[config.mk]
export PLATFORM = sky130hd
export DESIGN_NAME = fpga_config_loader
export DESIGN_NICKNAME = d
export VERILOG_FILES = /design/src/rtl/fpga_config_loader.sv
export SDC_FILE = /design/constraint.sdc
export NUM_CORES = 1
export LEC_CHECK = 0
export CAP_MARGIN = 10
export CORE_MARGIN = 5
export CORE_UTILIZATION = 52
export DETAILED_ROUTE_END_ITERATION = 8
export PLACE_DENSITY = 0.77
export SYNTH_ARGS = -nofsm -noshare
export SYNTH_HDL_FRONTEND = slang
export SYNTH_SLANG_ARGS = --single-unit
[constraint.sdc]
create_clock -name clk -period 2.7 [get_ports clk]
set_input_delay 0.27 -clock clk [delete_from_list [all_inputs] [get_ports clk]]
set_output_delay 0.27 -clock clk [all_outputs]
set_load 0.01 [all_outputs]
[src/rtl/fpga_config_loader.sv]
// Host-word to CRAM scan-chain serializer.
// Shifts exactly CHAIN_LENGTH bits LSB-first, then releases the fabric.
module fpga_config_loader #(
  parameter int WORD_WIDTH   = 8,
  parameter int CHAIN_LENGTH = 1024
) (
  input  logic                  clk,
  input  logic                  nrst,
  input  logic                  start,
  input  logic                  abort,
  input  logic [WORD_WIDTH-1:0] word_in,
  input  logic                  word_valid,
  output logic                  word_ready,
  output logic                  config_data_out,
  output logic                  config_en,
  output logic                  busy,
  output logic                  done,
  output logic                  le_nrst,
  output logic                  le_en
);

  localparam int CW = $clog2(CHAIN_LENGTH + 1);
  localparam int BW = $clog2(WORD_WIDTH + 1);
  localparam int XW = ((CW > BW) ? CW : BW) + 1;

  typedef enum logic [1:0] {
    IDLE = 2'd0,
    LOAD = 2'd1,
    DONE = 2'd2
  } state_e;

  state_e                state_q, state_d;
  logic [WORD_WIDTH-1:0] sreg_q, sreg_d;
  logic [BW-1:0]         left_q, left_d;
  logic [CW-1:0]         sent_q, sent_d;

  logic          shift;
  logic          accept;
  logic [XW-1:0] rem_x;
  logic [XW-1:0] left_x;
  logic [XW-1:0] after_x;
  logic [BW-1:0] load_n;

  assign shift  = (state_q == LOAD) && (left_q != '0);
  assign rem_x  = XW'(CHAIN_LENGTH) - XW'(sent_q);
  assign left_x = XW'(left_q);

  // Bits still owed to the chain once this cycle's shift (if any) lands.
  assign after_x = rem_x - left_x;
  assign load_n  = (after_x < XW'(WORD_WIDTH)) ?
                   BW'(after_x) : BW'(WORD_WIDTH);

  assign word_ready = (state_q == LOAD) && !abort &&
                      (left_q <= BW'(1)) && (rem_x > left_x);
  assign accept     = word_ready && word_valid;

  assign config_en       = shift;
  assign config_data_out = shift & sreg_q[0];
  assign busy            = (state_q == LOAD);
  assign done            = (state_q == DONE);
  assign le_nrst         = (state_q == DONE);
  assign le_en           = (state_q == DONE);

  always_comb begin
    state_d = state_q;
    sreg_d  = sreg_q;
    left_d  = left_q;
    sent_d  = sent_q;
    unique case (state_q)
      IDLE, DONE: begin
        if (start) begin
          state_d = LOAD;
          sreg_d  = '0;
          left_d  = '0;
          sent_d  = '0;
        end
      end
      LOAD: begin
        if (abort) begin
          state_d = IDLE;
          sreg_d  = '0;
          left_d  = '0;
          sent_d  = '0;
        end else begin
          if (shift) begin
            sreg_d = sreg_q >> 1;
            left_d = left_q - BW'(1);
            sent_d = sent_q + CW'(1);
          end
          if (accept) begin
            sreg_d = word_in;
            left_d = load_n;
          end
          if (sent_d == CW'(CHAIN_LENGTH)) begin
            state_d = DONE;
          end
        end
      end
      default: begin
        state_d = IDLE;
      end
    endcase
  end

  always_ff @(posedge clk or negedge nrst) begin
    if (!nrst) begin
      state_q <= IDLE;
      sreg_q  <= '0;
      left_q  <= '0;
      sent_q  <= '0;
    end else begin
      state_q <= state_d;
      sreg_q  <= sreg_d;
      left_q  <= left_d;
      sent_q  <= sent_d;
    end
  end

endmodule

==> flow_summary.toml <==
[pwr]
swShare_pct = 43.1
p_clk_share_pct = 9.6
power.switching_mw = 1.04
p_seq_share_pct = 19.8
p_int_mw = 1.38
p_leak_nw = 1.08
peakVddDrop_mv = 0.487
combPwrFrac_pct = 70.6
powerDensity_mw_per_mm2 = 983
power_mw = 2.42

[finish]
seq_area_um2 = 627
n_fill_cell = 322
drive_gt1_share_pct = 17.6
final_util_pct = 66.9
finalNetCount = 291
layout_common_cells = "27 x buf_4, 24 x dfrtp_1, 22 x o21ai_0"
syn_to_final_growth_pct = 23.2
fin_area_mm2 = 0.00247
multi_input_area_mm2 = 0.00130
num_antenna_cells = 0
final_common_cell = "buf_4"

[yosys]
ys_seq_area_share_pct = 31.3
postSynthAreaPerCell_um2 = 8.56
synth_cells = 234
netlist_top_cells_area = "dfrtp_1 31%, ha_1 5.6%, o21ai_0 5.5%"
yosys.area.top_type_share_pct = 31.3
synth_flop_cell = "dfrtp_1"
ys_ff_latch = 25
yosysWarningCount = 0
async_flop_share_pct = 100
syn_nets = 257
syn_area_mm2 = 0.00200
ys_types = 57
synth_edf_count = 0
synth_top_area_cell = "dfrtp_1"

[die]
dieArea_mm2 = 0.00519
rows = 22
start_util_pct = 54.3
ioPinCount = 20
fp.dieW_um = 72.0
coreArea_mm2 = 0.00369
fp.dieH_um = 72.0

[worst_setup_path]
arrival_ns = 2.37
end_kind = "primary output"
crit_path_start_kind = "flop"
endpoint = "word_ready"
reg2reg_from = "sent_q[0]$_DFFE_PN0P_"
required_ns = 2.43
r2r_cells = 11
crit_path_cell_trace = "buf_4 -> nor3_4 -> xnor2_2 -> ha_4 -> and4_1 -> o21a_1 -> o211ai_4 -> o2111a_1 -> clkdlybuf4s15_1"
slowest_delay_ns = 0.40
r2r-end = "sreg_q[2]$_DFFE_PN0P_"
rrSetupSlack_ns = 0.12
critPathMaxFanout = 3
cpMaxStageDelayCell = "dfrtp_1"
crit_start = "sent_q[0]$_DFFE_PN0P_"
path_class = "flop to primary output"

[clocking]
clock_latency_ns = 0.27
numCtsBuffers = 3
clkTransAtPathRegs_ns = 0.09
cts_tree = "done"
clockBufferDepth = 2
cts.sinks = 25
h-tree-depth = 1
cts-root-buf = "clkbuf_8"

[grt]
grt_max_degree = 26
gr-total-overflow = 0
first_global_vias = 1818
grt_pass1_wl_um = 8790
antenna_found_initial = 0
grt_usage_pct = 21.2

[min_path]
min_path_type = "input port to asynchronous set/reset pin"

[drt]
routed_via_density = 5.97
wl_per_cell_um = 16.1
first_pass_iters = 4
drtIter0Drc = 118
drc = 0
wirelength_um = 5060
vias = 1880
drtAntennaViolNets = 0

[timing]
slew_headroom_pct = 38.6
hold_viol = 0
fin_crit_sh_pct = 97.8
max_freq_mhz = 379
tightest_slew_ns = 0.918
skew_ns = 0.00511
drv_slew = 0
whs_ns = 0.350
setup_viol = 0
fin_ws_ns = 0.0581
rsz0062_at_grt = "yes"
period_needed_ns = 2.64

[place]
dp_slack_ns = -0.00588
globalplace.congestion = 0.867
hpwl_um = 3660
portBuffers = 19
post_dp_cell_area_mm2 = 0.00234

[flow_run]
maxCapViolations = 0

[outcome]
status = "completed"
## synthesized netlist by cell type (all sizes together), types with 2 or more instances
cell	count
and3	5
a21oi	17
o31a	2
a221o	9
and2	9
nand3	6
clkbuf	8
or3	3
a211oi	2
and4	2
mux2i	2
nor3b	2
nand4	5
buf	9
nor3	3
o31ai	2
ha	9
nor4b	4
inv	12
nand3b	3
o21ai	22
xor2	3
nand2b	2
o311ai	2
nor2b	2
a31oi	6
nand2	19
nor2	19
dfrtp	25
xnor2	2
## sequential cells by signal, summed over array words and instances, names as in the netlist
signal	flops
state_q	2
sreg_q	8
left_q	4
sent_q	11
## through the flow
step	std cells	TNS [ns]
after floorplan	234	0
after global placement	307	0
after detailed placement	307	-0.00588
after CTS	315	0
after global routing	315	-0.0484
final	315	0
## worst max-delay path, delay by kind of cell, from the launching register on
kind                       cells  cell delay [ns]
and+or+nand+nor                2             0.41
AOI/OAI and AO/OA              3             0.49
adders and majority gates      1             0.25
buffers and inverters          2             0.39
DFF                            1             0.40
xor gates and xnor gates       1             0.17
## logic make-up (layout without fill, tap and decap cells)
kind of cell / count (synthesis) / in the layout / share of synthesized area [%]
buf+inv: 29 / 62 / 6.50
simple gates: 88 / 88 / 24.4
compound gates: 74 / 74 / 26.9
flops: 25 / 25 / 31.3
xor+xnor: 6 / 6 / 3.31
fa+ha+maj: 10 / 10 / 6.63
mux: 2 / 2 / 1.00
## repair_timing
item,4_1_cts,5_1_grt
hold buffers,0,0
resized for setup,11,2
setup endpoints to repair,1,10
setup buffers,4,0
pin swaps,3,1
## routing by layer
metal | part of all wire, % | GRT usage [%] | up-vias
met1 | 47 | 31.4 | 894
met3 | 3.7 | 2.08 | 7
met4 | 1.2 | 5.64 | 0
met5 | 0 | 0 | -
met2 | 48 | 33.1 | 49
li1 | - | - | 930
## worst min-delay path by stage
| stage | start | end | depth (start not counted) |
|---|---|---|---|
| after floorplan | nrst | left_q[0]$_DFFE_PN0P_ | 0 |
| after global placement | sreg_q[7]$_DFFE_PN0P_ | sreg_q[7]$_DFFE_PN0P_ | 1 |
| after detailed placement | sreg_q[7]$_DFFE_PN0P_ | sreg_q[7]$_DFFE_PN0P_ | 1 |
| after CTS | nrst | sent_q[7]$_DFFE_PN0P_ | 2 |
| after global routing | nrst | sent_q[7]$_DFFE_PN0P_ | 2 |
| final | nrst | sent_q[7]$_DFFE_PN0P_ | 2 |
## final cells by class
| type | count | area share, % |
|---|---|---|
| inverter | 12 | 1.83 |
| clock buffer | 4 | 1.83 |
| tap | 48 | 2.44 |
| sequential | 25 | 25.4 |
| timing repair buffer | 46 | 15.9 |
| multi-input combinational | 180 | 52.6 |
## power groups by stage
stage	clock (mW)	combinational, mW	sequential, mW
finish	0.232	1.71	0.480
global route	0.257	1.88	0.489
CTS	0.235	1.64	0.478
detailed placement	0	1.50	0.484
global placement	0	1.48	0.482
floorplan	0	0.980	0.476
Note: power is estimated with default switching activity, not from simulation.
